--- src/rtl/pulse_train_generator_if.sv ---
// ---------------------------------------------------------------------------
// pulse_train_generator_if
// Groups the request and waveform signals of pulse_train_generator.
//
// Optional feature macro: PULSE_TRAIN_GENERATOR_ABORT_EN adds the abort line.
//
// Signals (direction given from the master, i.e. the requester, side):
//   start        out  request to launch a pulse train
//   high_cycles  out  N-bit high-phase length in clk cycles
//   low_cycles   out  N-bit low-phase length in clk cycles
//   num_pulses   out  N-bit number of high/low periods
//   abort        out  cancel a running train (only with the macro defined)
//   out          in   generated waveform
//   busy         in   train in progress
//   done         in   one-cycle completion strobe
// ---------------------------------------------------------------------------
interface pulse_train_generator_if #(
    parameter int N = 8
);
    logic         start;
    logic [N-1:0] high_cycles;
    logic [N-1:0] low_cycles;
    logic [N-1:0] num_pulses;
`ifdef PULSE_TRAIN_GENERATOR_ABORT_EN
    logic         abort;
`endif
    logic         out;
    logic         busy;
    logic         done;

    modport master (
`ifdef PULSE_TRAIN_GENERATOR_ABORT_EN
        output abort,
`endif
        output start, high_cycles, low_cycles, num_pulses,
        input  out, busy, done
    );

    modport slave (
`ifdef PULSE_TRAIN_GENERATOR_ABORT_EN
        input  abort,
`endif
        input  start, high_cycles, low_cycles, num_pulses,
        output out, busy, done
    );
endinterface

--- src/rtl/pulse_train_generator.sv ---
// ---------------------------------------------------------------------------
// pulse_train_generator
// Moore FSM that produces num_pulses periods of high_cycles high followed by
// low_cycles low, then a one-cycle done strobe. Zero phase lengths count as 1.
// Parameters are captured when start is accepted in S_IDLE, so later changes
// on the inputs do not disturb a train in progress.
//
// Optional feature macro: PULSE_TRAIN_GENERATOR_ABORT_EN
//   When defined, bus.abort high in S_HIGH/S_LOW returns the FSM to S_IDLE
//   without a done strobe.
//
// Ports:
//   clk  in   single clock, rising edge
//   rst  in   synchronous active-high reset
//   bus  slave modport of pulse_train_generator_if (start, lengths, count,
//        optional abort in; out, busy, done out)
// ---------------------------------------------------------------------------
module pulse_train_generator #(
    parameter int N = 8
) (
    input  logic                     clk,
    input  logic                     rst,
    pulse_train_generator_if.slave   bus
);

    typedef enum logic [1:0] {
        S_IDLE = 2'd0,
        S_HIGH = 2'd1,
        S_LOW  = 2'd2,
        S_DONE = 2'd3
    } state_t;

    localparam logic [N-1:0] ZERO = {N{1'b0}};
    localparam logic [N-1:0] ONE  = {{(N-1){1'b0}}, 1'b1};

    state_t       state_r;
    state_t       state_next_s;
    logic [N-1:0] h_r;             // effective high length, always >= 1 once latched
    logic [N-1:0] l_r;             // effective low length, always >= 1 once latched
    logic [N-1:0] p_r;             // number of periods
    logic [N-1:0] phase_cnt_r;     // cycles already spent in the current phase
    logic [N-1:0] period_cnt_r;    // periods already completed
    logic [N-1:0] phase_len_s;
    logic         phase_last_s;
    logic         period_last_s;
    logic         accept_s;
    logic         abort_s;
    logic         out_s;
    logic         busy_s;
    logic         done_s;

`ifdef PULSE_TRAIN_GENERATOR_ABORT_EN
    assign abort_s = bus.abort;
`else
    assign abort_s = 1'b0;
`endif

    // Counters compare against length-1 so that a length of 2^N-1 never
    // needs a counter value beyond 2^N-2.
    assign accept_s      = (state_r == S_IDLE) && bus.start;
    assign phase_len_s   = (state_r == S_LOW) ? l_r : h_r;
    assign phase_last_s  = (phase_cnt_r == (phase_len_s - ONE));
    assign period_last_s = (period_cnt_r == (p_r - ONE));

    // State register with synchronous reset.
    always_ff @(posedge clk) begin
        if (rst) begin
            state_r <= S_IDLE;
        end else begin
            state_r <= state_next_s;
        end
    end

    // Next-state decode.
    always_comb begin
        state_next_s = S_IDLE;
        case (state_r)
            S_IDLE: begin
                if (bus.start) begin
                    if (bus.num_pulses == ZERO) begin
                        state_next_s = S_DONE;
                    end else begin
                        state_next_s = S_HIGH;
                    end
                end else begin
                    state_next_s = S_IDLE;
                end
            end
            S_HIGH: begin
                if (abort_s) begin
                    state_next_s = S_IDLE;
                end else if (phase_last_s) begin
                    state_next_s = S_LOW;
                end else begin
                    state_next_s = S_HIGH;
                end
            end
            S_LOW: begin
                if (abort_s) begin
                    state_next_s = S_IDLE;
                end else if (phase_last_s) begin
                    if (period_last_s) begin
                        state_next_s = S_DONE;
                    end else begin
                        state_next_s = S_HIGH;
                    end
                end else begin
                    state_next_s = S_LOW;
                end
            end
            S_DONE: begin
                state_next_s = S_IDLE;
            end
            default: begin
                state_next_s = S_IDLE;
            end
        endcase
    end

    // Parameter capture and phase/period counting.
    always_ff @(posedge clk) begin
        if (rst) begin
            h_r          <= ZERO;
            l_r          <= ZERO;
            p_r          <= ZERO;
            phase_cnt_r  <= ZERO;
            period_cnt_r <= ZERO;
        end else if (accept_s) begin
            h_r          <= (bus.high_cycles == ZERO) ? ONE : bus.high_cycles;
            l_r          <= (bus.low_cycles == ZERO) ? ONE : bus.low_cycles;
            p_r          <= bus.num_pulses;
            phase_cnt_r  <= ZERO;
            period_cnt_r <= ZERO;
        end else if ((state_r == S_HIGH) || (state_r == S_LOW)) begin
            if (phase_last_s) begin
                phase_cnt_r <= ZERO;
                // A period completes at the end of its low phase.
                if (state_r == S_LOW) begin
                    period_cnt_r <= period_cnt_r + ONE;
                end else begin
                    period_cnt_r <= period_cnt_r;
                end
            end else begin
                phase_cnt_r  <= phase_cnt_r + ONE;
                period_cnt_r <= period_cnt_r;
            end
        end else begin
            phase_cnt_r  <= ZERO;
            period_cnt_r <= ZERO;
        end
    end

    // Moore output decode from the state register.
    always_comb begin
        out_s  = 1'b0;
        busy_s = 1'b0;
        done_s = 1'b0;
        case (state_r)
            S_IDLE: begin
                out_s  = 1'b0;
                busy_s = 1'b0;
                done_s = 1'b0;
            end
            S_HIGH: begin
                out_s  = 1'b1;
                busy_s = 1'b1;
            end
            S_LOW: begin
                busy_s = 1'b1;
            end
            S_DONE: begin
                done_s = 1'b1;
            end
            default: begin
                out_s  = 1'b0;
                busy_s = 1'b0;
                done_s = 1'b0;
            end
        endcase
    end

    assign bus.out  = out_s;
    assign bus.busy = busy_s;
    assign bus.done = done_s;

endmodule
--- src/flat_wrapper.sv ---
// flat-port wrapper written by rule: the top's interface ports become plain ports
module pulse_train_generator_flat 
#(
    parameter int N = 8
)
  (clk, rst, bus_start, bus_high_cycles, bus_low_cycles, bus_num_pulses, bus_out, bus_busy, bus_done);
  pulse_train_generator_if #(.N(N)) bus_i ();
  input  logic clk;
  input  logic rst;
  input wire logic [$bits(bus_i.start)-1:0] bus_start;
  input wire logic [$bits(bus_i.high_cycles)-1:0] bus_high_cycles;
  input wire logic [$bits(bus_i.low_cycles)-1:0] bus_low_cycles;
  input wire logic [$bits(bus_i.num_pulses)-1:0] bus_num_pulses;
  output wire logic [$bits(bus_i.out)-1:0] bus_out;
  output wire logic [$bits(bus_i.busy)-1:0] bus_busy;
  output wire logic [$bits(bus_i.done)-1:0] bus_done;
  assign bus_i.start = bus_start;
  assign bus_i.high_cycles = bus_high_cycles;
  assign bus_i.low_cycles = bus_low_cycles;
  assign bus_i.num_pulses = bus_num_pulses;
  assign bus_out = bus_i.out;
  assign bus_busy = bus_i.busy;
  assign bus_done = bus_i.done;
  pulse_train_generator #(.N(N)) u_core (.clk(clk), .rst(rst), .bus(bus_i));
endmodule
--- config.mk ---
export PLATFORM = sky130hd
export DESIGN_NAME = pulse_train_generator_flat
export DESIGN_NICKNAME = d
export VERILOG_FILES = /design/src/rtl/pulse_train_generator_if.sv /design/src/rtl/pulse_train_generator.sv /design/src/flat_wrapper.sv
export SDC_FILE = /design/constraint.sdc
export NUM_CORES = 1
export LEC_CHECK = 0
export ABC_AREA = 1
export BUFFER_PORTS_ARGS = -buffer_cell sky130_fd_sc_hd__buf_2
export CAP_MARGIN = 20
export CELL_PAD_IN_SITES_DETAIL_PLACEMENT = 2
export CELL_PAD_IN_SITES_GLOBAL_PLACEMENT = 2
export CORE_ASPECT_RATIO = 2
export CORE_MARGIN = 2
export CORE_UTILIZATION = 31
export DETAILED_ROUTE_END_ITERATION = 10
export HOLD_SLACK_MARGIN = 0.08
export PLACE_DENSITY_LB_ADDON = 0.15
export SLEW_MARGIN = 5
export SYNTH_ARGS = -nofsm -noshare
export SYNTH_HDL_FRONTEND = slang
export SYNTH_SLANG_ARGS = --single-unit
--- constraint.sdc ---
create_clock -name clk -period 2.8 [get_ports clk]
set_input_delay 0.14 -clock clk [delete_from_list [all_inputs] [get_ports clk]]
set_output_delay 0.14 -clock clk [all_outputs]
set_load 0.02 [all_outputs]
Word-level counts from Yosys, hierarchy flattened
Index checks and enable logic that the tools add are counted.
{"block": "word_totals", "in_bits": 27, "reg_bits": 42, "wordCells": 38, "output_inout_bits": 3}
{"block": "classes", "muxes": 12, "reduce_logical": 10, "addsub": 4, "bitwise_logic": 1, "eq_ne": 5}
{"cell": "$logic_not 8->1", "n": 3}
{"cell": "$mux 8", "n": 3}
{"cell": "$add 8x1->8 const B", "n": 2}
{"cell": "$eq 8x8->1", "n": 2}
{"cell": "$sub 8x1->8 const B", "n": 2}
{"cell": "$mux 2", "n": 5}
{"cell": "$pmux 2 s4", "n": 1}
{"cell": "$eq 2x2->1 const B", "n": 2}
{"cell": "$reduce_or 4->1", "n": 1}
{"cell": "$mux 1", "n": 3}
{"cell": "$reduce_or 3->1", "n": 1}
{"cell": "$eq 2x1->1 const B", "n": 1}
{"cell": "$logic_not 2->1", "n": 1}
{"cell": "$reduce_and 2->1", "n": 1}
{"cell": "$reduce_or 2->1", "n": 1}
{"cell": "$logic_and 1x1->1", "n": 1}
{"cell": "$logic_or 1x1->1", "n": 1}
{"cell": "$not 1->1", "n": 1}

Logic depth before layout (Yosys ltp)
Gate-level depths: netlist of run 1.
{"block": "depth", "word_depth": 6, "ltp_mapped": 20, "mapped_depth_nobuf": 20}

Worst setup path before layout of run 1
No wires, ideal clock.
{"block": "synth_timing", "path_kind": "flip-flop to flip-flop", "start": "register u_core.state_r[0]", "end": "register u_core.period_cnt_r[5]", "path_stages_with_launch": 16, "setup_time_ps": 113, "t_arrival_ps": 2303, "path_slack_ps": 384, "path_cell_list": "dfxtp_1 inv_1 ha_1 buf_6 o21a_2 ha_1 xor2_1 nand3_1 a21oi_1 nand2_1 nor2_4 nand3_4 clkinv_2 nand2_1 o21ai_1 nor2_1"}
{"block": "synth_via", "elab_chain_cells": 5, "elab_cells_between_ends": 11, "classes_between": "1 x add/sub; 3 x eq/ne; 1 x mux; 1 x bitwise; 5 x reduce/logical"}
{"element": "from (decl)", "line": "pulse_train_generator.sv:36", "text": "state_t state_r;"}
{"element": "from (signal assigned)", "line": "pulse_train_generator.sv:70", "text": "state_r <= state_next_s;"}
{"element": "$eq 2x2->1", "line": "pulse_train_generator.sv:61, pulse_train_generator.sv:134, pulse_train_generator.sv:138"}
{"element": "$mux 8", "line": "pulse_train_generator.sv:61", "text": "assign phase_len_s = (state_r == S_LOW) ? l_r : h_r;"}
{"element": "$sub 8x1->8", "line": "pulse_train_generator.sv:62", "text": "assign phase_last_s = (phase_cnt_r == (phase_len_s - ONE));"}
{"element": "$eq 8x8->1", "line": "pulse_train_generator.sv:62"}
{"element": "$reduce_and 2->1 (no source line)"}
{"element": "to (signal assigned)", "line": "pulse_train_generator.sv:139", "text": "period_cnt_r <= period_cnt_r + ONE;"}
{"element": "to (signal assigned)", "line": "pulse_train_generator.sv:141", "text": "period_cnt_r <= period_cnt_r;"}
{"element": "to (signal assigned)", "line": "pulse_train_generator.sv:145", "text": "period_cnt_r <= period_cnt_r;"}
{"element": "to (decl)", "line": "pulse_train_generator.sv:42", "text": "logic [N-1:0] period_cnt_r;"}
Several ways; a longest one is shown, not always the timed one.
A chain may end at the register's enable or synchronous reset.

Final worst setup path of run 1
Same ends and word-level chain as after synthesis.

==> impl_metrics.json, run 1 <==
{
  "core-area_sq_um": 7828,
  "drcViolationCount": 0,
  "clock_latency_ns": 0.29,
  "utilization_pct": 37.90,
  "dieArea_sq_um": 8745,
  "drive_gt1_share_pct": 14.46,
  "layout.nets": 451,
  "grt_usage_pct": 19.65,
  "fin_skew_ns": 0.002923,
  "pre_cts_ws_ns": 0.05482,
  "synth.yosys.seq_area_share_pct": 34.03,
  "antenna_left": 0,
  "setup_violations": 0,
  "area_growth_pct": 20.05,
  "grt_max_degree": 47,
  "grt_antenna_before_repair": 0,
  "hp-class": "primary input to flop",
  "dieHeight_microns": 130.3,
  "end_kind": "flop",
  "gp_congestion": 0.8688,
  "slowest_delay_ns": 0.38,
  "start_kind": "flop",
  "synthCells": 379,
  "cts.sinks": 42,
  "period_share_pct": 89.63,
  "relSlewSlack_pct": 59.60,
  "htree_levels": 2,
  "worstMarginPinSlew_ns": 0.6005,
  "drt-initial-drc-count": 54,
  "finalPower_w": 0.001618,
  "avgSynthCellArea_sq_um": 6.520,
  "start_util_pct": 31.57,
  "hold_viol": 0,
  "worstPathRequired_ns": 2.99,
  "vias_per_cell": 4.930,
  "die_w_microns": 67.13,
  "clockBufferDepth": 2,
  "drv_cap": 0,
  "p_leak_nw": 1.290,
  "ioPinCount": 30,
  "arrival_ns": 2.70,
  "vdd.ir_drop.worst_mv": 0.3424,
  "grt_overflow_total": 0,
  "dp_hpwl_microns": 6269,
  "vias": 2519,
  "status": "completed",
  "grt_pass1_vias": 2742,
  "cts-root-buf": "clkbuf_16",
  "fin_area_sq_um": 2967,
  "place_area_sq_um": 2721,
  "row_count": 46,
  "cp_num_buf_inv": 2,
  "critPathKind": "flop to flop",
  "fmax_mhz": 398.5,
  "crit_family": "simple AND/OR/NAND/NOR gates",
  "worst_path_max_delay_cell": "dfxtp_1",
  "numCtsBuffers": 5,
  "fin_ws_ns": 0.2904,
  "drv_slew": 0,
  "synthesis.area_sq_um": 2471,
  "fillers": 966,
  "cts_tree": "built",
  "power_density_nw_per_um2": 545.4,
  "crit_chain": "inv_1 -> ha_4 -> o21a_4 -> ha_4 -> xor2_1 -> nand3_1 -> a21oi_1 -> nand2_1 -> nor2_4 -> nand3_4 -> clkinv_2 -> nand2_1 -> o21ai_1 -> nor2_1",
  "grt_pass1_wl_microns": 13150,
  "synth.distinct_cells": 30,
  "clk_pin_slew_ns": 0.06,
  "place.port_buffers": 29,
  "insertedDiodeCount": 0,
  "period_minus_slack_ns": 2.510,
  "yosysWarnings": 0,
  "wire_per_inst_microns": 15.47,
  "wl_microns": 7907,
  "ys_seq_elements": 42,
  "synth_nets": 415,
  "critical_path_peak_fanout": 8,
  "drt-pass1-iter-count": 4
}
==> stage by stage <==
step / setup TNS [ns] / hold WS, ns / instances
floorplan: 0 / 0.2091 / 379
global placement: 0 / 0.3570 / 499
detailed placement: 0 / 0.3656 / 499
CTS: 0 / 0.1193 / 508
global route: -0.006050 / 0.1446 / 511
finish: 0 / 0.1261 / 511
==> where the power goes <==
group	total [W]	internal (W)	leakage (nW)	switching (W)
clock	0.000682	0.000440	0.0829	0.000241
combinational	0.000290	0.000101	0.863	0.000189
sequential	0.000646	0.000629	0.344	0.0000174
==> per-layer routing <==
layer	track usage [%]	up-vias	wire, microns
met5	0	-	0
met4	6.122	0	96
met3	2.931	5	215
met2	34.77	40	4122
met1	23.81	1182	3471
li1	-	1292	-
==> layout make-up <==
type,count,area [sq um],area share [%]
Timing Repair Buffer,37,210.2,7.086
Inverter,50,188.9,6.369
Sequential cell,42,840.8,28.34
Clock buffer,6,138.9,4.682
Tap cell,96,120.1,4.049
Multi-Input combinational cell,279,1438,48.46
Clock inverter,1,30.03,1.012
==> sequential cells by signal, summed over array words and instances, names as in the netlist <==
signal               flops
u_core.h_r               8
u_core.l_r               8
u_core.p_r               8
u_core.period_cnt_r      8
u_core.phase_cnt_r       8
u_core.state_r           2
==> cells in the final DEF (no fill, tap or decap), types with 2 or more instances in the layout <==
cell	Yosys	final
nand2_1	109	108
o21ai_1	3	3
nand2_2	4	5
buf_2	0	29
inv_2	2	2
a21oi_1	34	34
nor3_1	5	5
dfxtp_1	42	42
o21ai_0	27	27
buf_4	0	6
ha_4	0	2
ha_1	9	7
dlygate4sd3_1	0	2
inv_1	46	46
nand3_1	30	30
xor2_1	8	8
nor2_1	24	24
nand3b_1	2	2
clkbuf_16	0	5
a211oi_1	3	3
nor2_2	3	3
nor4_1	5	5
nand4_1	5	5
==> cell usage after synthesis, drive strengths merged <==
cell type	n	share of area (%)
clkbuf	7	1.1
nor3b	1	0.30
o21a	1	0.35
a211oi	3	0.91
ha	9	4.6
buf	1	0.46
nand3b	2	0.61
nand2	114	18
nand3	32	7.2
xnor2	1	0.35
xor2	8	2.8
clkinv	2	0.35
nor2	28	4.9
nand4	5	1.3
nor3	5	1.0
dfxtp	42	34
o21bai	1	0.30
inv	48	7.3
o21ai	30	6.1
a21oi	34	6.9
nor4	5	1.3
==> worst min-delay path: stages <==
cell and delay [ns]:
buf_2 0.11, nand2_1 0.06, a21oi_1 0.06
==> final timing paths <==
path,slack (ns),cells past startpoint,start,to
setup / recovery,0.29,14,u_core.state_r[0],u_core.period_cnt_r[5]
hold / removal,0.13,3,bus_start,u_core.state_r[0]
setup reg to reg,0.29,14,u_core.state_r[0],u_core.period_cnt_r[5]
hold reg to reg,0.46,2,u_core.l_r[5],u_core.l_r[5]
==> logic make-up after synthesis <==
group                      Yosys count  share of synthesized area [%]
and+or+nand+nor                    192                          34.53
buffers and inverters               58                          9.165
xor gates and xnor gates             9                          3.190
adders and majority gates            9                          4.557
DFF                                 42                          34.03
AOI/OAI and AO/OA                   69                          14.53
==> timing repair <==
| item | CTS | global route |
|---|---|---|
| buffers inserted | 0 | 3 |
| hold buffers | 2 | 0 |
| setup endpoints to repair | 0 | 18 |
| endpoints found under the hold margin | 4 | 0 |
| resized for setup | 0 | 6 |
Power figures use the tool's default switching activity.
==> inputs of run 2 (changes only) <==
--- a/config.mk
+++ b/config.mk
@@ -6,7 +6,7 @@
 export NUM_CORES = 1
 export LEC_CHECK = 0
 export ABC_AREA = 1
-export BUFFER_PORTS_ARGS = -buffer_cell sky130_fd_sc_hd__buf_2
+export BUFFER_PORTS_ARGS = -buffer_cell sky130_fd_sc_hd__buf_4
 export CAP_MARGIN = 20
 export CELL_PAD_IN_SITES_DETAIL_PLACEMENT = 2
 export CELL_PAD_IN_SITES_GLOBAL_PLACEMENT = 2
==> impl_metrics.json, run 2 (synthesis results as in run 1) <==
{
  "die_w_microns": 67.13,
  "relSlewSlack_pct": 62.74,
  "grt_usage_pct": 20.33,
  "drcViolationCount": 0,
  "arrival_ns": 2.81,
  "vias": 2631,
  "r2r_setup_slack_ns": 0.18,
  "power_density_nw_per_um2": 535.0,
  "final_common_cell": "nand2_1",
  "ioPinCount": 30,
  "layout.nets": 452,
  "rsz0062_at_grt": "false",
  "worstMarginPinSlew_ns": 0.5538,
  "gp_congestion": 0.9102,
  "worstPathRequired_ns": 2.98,
  "clockBufferDepth": 2,
  "final_cell_mix": "109 x nand2_1, 46 x inv_1, 41 x dfxtp_1",
  "status": "completed",
  "grt_pass1_vias": 2753,
  "grt_overflow_total": 0,
  "fin_ws_ns": 0.1751,
  "drive_gt1_share_pct": 14.63,
  "fin_skew_ns": 0.01028,
  "period_share_pct": 93.75,
  "cts.sinks": 42,
  "numCtsBuffers": 5,
  "drv_cap": 0,
  "end_kind": "flop",
  "worst_r2r_endpoint": "u_core.period_cnt_r[1]",
  "dieArea_sq_um": 8745,
  "reg2reg_depth": 15,
  "p_leak_nw": 1.312,
  "hp-class": "primary input to flop",
  "dieHeight_microns": 130.3,
  "core-area_sq_um": 7828,
  "grt_antenna_before_repair": 0,
  "wire_per_inst_microns": 16.62,
  "vias_per_cell": 5.129,
  "drv_slew": 0,
  "area_growth_pct": 23.04,
  "crit_start": "u_core.state_r[0]",
  "grt_pass1_wl_microns": 13540,
  "finalSetupTns_ns": 0,
  "vdd.ir_drop.worst_mv": 0.3524,
  "hold_viol": 0,
  "drt-pass1-iter-count": 4,
  "start_util_pct": 31.57,
  "critical_path_peak_fanout": 9,
  "clock_latency_ns": 0.29,
  "wl_microns": 8525,
  "clk_pin_slew_ns": 0.07,
  "r2r_start": "u_core.state_r[0]",
  "cts_tree": "built",
  "critPathKind": "flop to flop",
  "drt-initial-drc-count": 122,
  "period_minus_slack_ns": 2.625,
  "pre_cts_ws_ns": 0.05987,
  "cts-root-buf": "clkbuf_16",
  "fmax_mhz": 381.0,
  "insertedDiodeCount": 0,
  "place.port_buffers": 29,
  "grt_max_degree": 47,
  "critPathCapture": "u_core.period_cnt_r[1]",
  "start_kind": "flop",
  "row_count": 46,
  "htree_levels": 2,
  "setup_violations": 0,
  "antenna_left": 0,
  "dp_hpwl_microns": 6773
}
[run 2: layout make-up]
cell class	count	area [sq um]
multi-input combinational	279	1429
sequential	42	842.1
inverter	50	192.7
clock buffer	6	128.9
tap	96	120.1
timing repair buffer	38	290.3
fill	991	4787
clock inverter	2	37.54
[run 2: stage by stage]
stage | hold slack [ns] | instances | utilization (%) | cell area (sq um) | power, W
floorplan | 0.2091 | 379 | - | 2471 | 0.0008531
finish | 0.1239 | 513 | 38.84 | 3040 | 0.001627
global route | 0.1318 | 513 | 38.84 | 3040 | 0.001717
global placement | 0.3356 | 499 | 35.69 | 2794 | 0.0009436
detailed placement | 0.3541 | 499 | 35.69 | 2794 | 0.0009623
CTS | 0.1262 | 509 | 38.11 | 2983 | 0.001639
[run 2: power breakdown]
group	leakage (nW)	switching, W	total, W	internal [W]
logic	0.890	0.000197	0.000309	0.000112
registers	0.345	0.0000180	0.000647	0.000629
clock network	0.0771	0.000250	0.000671	0.000421
total	1.31	0.000465	0.00163	0.00116
[run 2: timing repair]
item                                    4_1_cts  5_1_grt
endpoints found under the setup margin        1       14
pin swaps                                     0        1
setup buffers                                 0        4
hold buffers                                  2        0
endpoints found under the hold margin         4        0
gates resized for setup                       1        6
[run 2: worst min path at each step]
stage | startpoint | endpoint | slack (ns) | depth (start not counted)
6_report | bus_start | u_core.state_r[0] | 0.12 | 3
5_1_grt | bus_start | u_core.state_r[0] | 0.13 | 3
4_1_cts | bus_start | u_core.state_r[0] | 0.13 | 3
3_5_place_dp | rst | u_core.state_r[0] | 0.35 | 2
3_3_place_gp | rst | u_core.state_r[1] | 0.34 | 2
2_1_floorplan | rst | u_core.state_r[0] | 0.21 | 1
[run 2: critical path, cell delays in order (launching register included)]
cell     delay (ns)
dfxtp_2        0.34
inv_1          0.15
ha_4           0.23
inv_4          0.07
nand2_1        0.07
nand2_1        0.12
ha_4           0.30
xor2_1         0.15
nand3_1        0.10
a21oi_1        0.13
nand2_1        0.10
nor2_4         0.15
nand3_4        0.16
buf_4          0.18
o21ai_0        0.18
a21oi_1        0.06
[run 2: metal layers]
metal / part of all wire [%] / up-vias / global-route usage [%]
met2: 54 / 45 / 37.16
met5: 0 / - / 0
met4: 1.2 / 0 / 5.162
met3: 3.1 / 8 / 2.845
met1: 41 / 1283 / 24.19
li1: - / 1295 / -
==> inputs of run 3 (changes only) <==
--- a/config.mk
+++ b/config.mk
@@ -12,7 +12,7 @@
 export CELL_PAD_IN_SITES_GLOBAL_PLACEMENT = 2
 export CORE_ASPECT_RATIO = 2
 export CORE_MARGIN = 2
-export CORE_UTILIZATION = 31
+export CORE_UTILIZATION = 30
 export DETAILED_ROUTE_END_ITERATION = 10
 export HOLD_SLACK_MARGIN = 0.08
 export PLACE_DENSITY_LB_ADDON = 0.15
==> impl_metrics.json, run 3 (synthesis results as in run 1) <==
{
  "core-area_sq_um": 7943,
  "ioPinCount": 30,
  "fin_skew_ns": 0.004780,
  "drt-pass1-iter-count": 3,
  "slowest_delay_ns": 0.37,
  "period_share_pct": 91.38,
  "clk_pin_slew_ns": 0.06,
  "setup_violations": 0,
  "clockBufferDepth": 2,
  "drcViolationCount": 0,
  "wire_per_inst_microns": 16.38,
  "clock_latency_ns": 0.29,
  "antenna_left": 0,
  "arrival_ns": 2.74,
  "rsz0062_at_grt": "false",
  "cts_tree": "built",
  "critPathKind": "flop to flop",
  "insertedDiodeCount": 0,
  "status": "completed",
  "final_cell_mix": "109 x nand2_1, 46 x inv_1, 42 x dfxtp_1",
  "gp_congestion": 0.7854,
  "dieArea_sq_um": 9023,
  "drive_gt1_share_pct": 13.98,
  "grt_antenna_before_repair": 0,
  "finalPower_w": 0.001541,
  "drv_slew": 0,
  "crit_chain": "inv_1 -> ha_4 -> o21a_2 -> ha_2 -> xor2_1 -> nand3_1 -> a21oi_1 -> nand2_1 -> nor2_4 -> nand3_4 -> clkinv_2 -> nand2_1 -> o21ai_1 -> nor2_1",
  "power_density_nw_per_um2": 515.1,
  "worstPathRequired_ns": 2.98,
  "period_minus_slack_ns": 2.559,
  "die_w_microns": 68.18,
  "final_common_cell": "nand2_1",
  "grt_pass1_wl_microns": 13480,
  "relSlewSlack_pct": 70.31,
  "start_kind": "flop",
  "place.port_buffers": 29,
  "grt_max_degree": 47,
  "htree_levels": 2,
  "vias": 2583,
  "utilization_pct": 37.67,
  "end_kind": "flop",
  "post_cts_buffers": 0,
  "wl_microns": 8368,
  "hp-class": "primary input to flop",
  "dp_hpwl_microns": 7055,
  "grt_overflow_total": 0,
  "grt_usage_pct": 20.33,
  "p_leak_nw": 1.298,
  "cts-root-buf": "clkbuf_16",
  "drt-initial-drc-count": 66,
  "critical_path_peak_fanout": 10,
  "grt_pass1_vias": 2905,
  "layout.nets": 450,
  "vdd.ir_drop.worst_mv": 0.3074,
  "numCtsBuffers": 5,
  "dp.cells": 501,
  "critPathMostFrequentCell": "nand2_1",
  "vias_per_cell": 5.055,
  "final_cells": 511,
  "area_growth_pct": 21.06,
  "worst_path_max_delay_cell": "dfxtp_1",
  "finalSetupTns_ns": 0,
  "fmax_mhz": 390.8,
  "drv_cap": 0,
  "row_count": 46,
  "start_util_pct": 31.11,
  "fillers": 1014,
  "cts.sinks": 42,
  "hold_viol": 0,
  "dieHeight_microns": 132.4,
  "worstMarginPinSlew_ns": 0.4413
}
-- run 3: changes by cell type in the layout (fill, tap and decap cells not counted), sizes merged --
cell / change
clkinvlp: -1
clkinv: +2
buf: -2
clkbuf: +1
bufinv: -1
inv: -1
-- run 3: worst max-delay path: cells and delay by family (launching register included) --
kind | cells | cell delay (ns)
buffers and inverters | 2 | 0.25
AO/OA/AOI/OAI | 3 | 0.52
adder cells (fa/ha/maj) | 2 | 0.54
flip-flops | 1 | 0.37
XOR/XNOR | 1 | 0.14
AND/OR/NAND/NOR | 6 | 0.61
-- run 3: timing repair --
item	4_1_cts	5_1_grt
hold buffers	2	0
gates resized for setup	0	3
endpoints found under the hold margin	4	0
endpoints found under the setup margin	0	17
-- run 3: stage by stage --
| stage | setup slack [ns] | hold WS, ns | area (sq um) |
|---|---|---|---|
| global route | 0.03763 | 0.1396 | 2992 |
| CTS | 0.03480 | 0.1194 | 2977 |
| floorplan | 0.3835 | 0.2091 | 2471 |
| detailed placement | 0.02244 | 0.3514 | 2809 |
| finish | 0.2414 | 0.1271 | 2992 |
| global placement | 0.2292 | 0.3566 | 2809 |
-- run 3: final timing paths --
check / startpoint / endpoint / slack, ns / cells past startpoint
setup / recovery: u_core.state_r[0] / u_core.period_cnt_r[5] / 0.24 / 14
hold / removal: bus_low_cycles[7] / u_core.l_r[7] / 0.13 / 3
setup reg to reg: u_core.state_r[0] / u_core.period_cnt_r[5] / 0.24 / 14
hold reg to reg: u_core.h_r[6] / u_core.h_r[6] / 0.46 / 2
-- run 3: power by group --
part	total [W]	internal (W)	switching, W
sequential	0.000647	0.000629	0.0000184
clock	0.000593	0.000354	0.000239
combinational	0.000301	0.000110	0.000191
-- run 3: metal layers --
layer / GRT usage, % / wire length, microns / up-vias
li1: - / - / 1291
met3: 2.904 / 117 / 11
met1: 15.93 / 2595 / 1258
met4: 7.444 / 187 / 0
met5: 0 / 0 / -
met2: 43.85 / 5467 / 23
-- run 3: cell type report --
class                           instances  area, sq um  share of cell area (%)
Tap cell                               96        120.1                   4.015
Multi-Input combinational cell        279         1419                   47.43
Clock inverter                          1        5.005                  0.1673
Timing Repair Buffer                   36        275.3                   9.201
Inverter                               50        188.9                   6.315
Sequential cell                        42        840.8                   28.11
Clock buffer                            7        142.6                   4.768
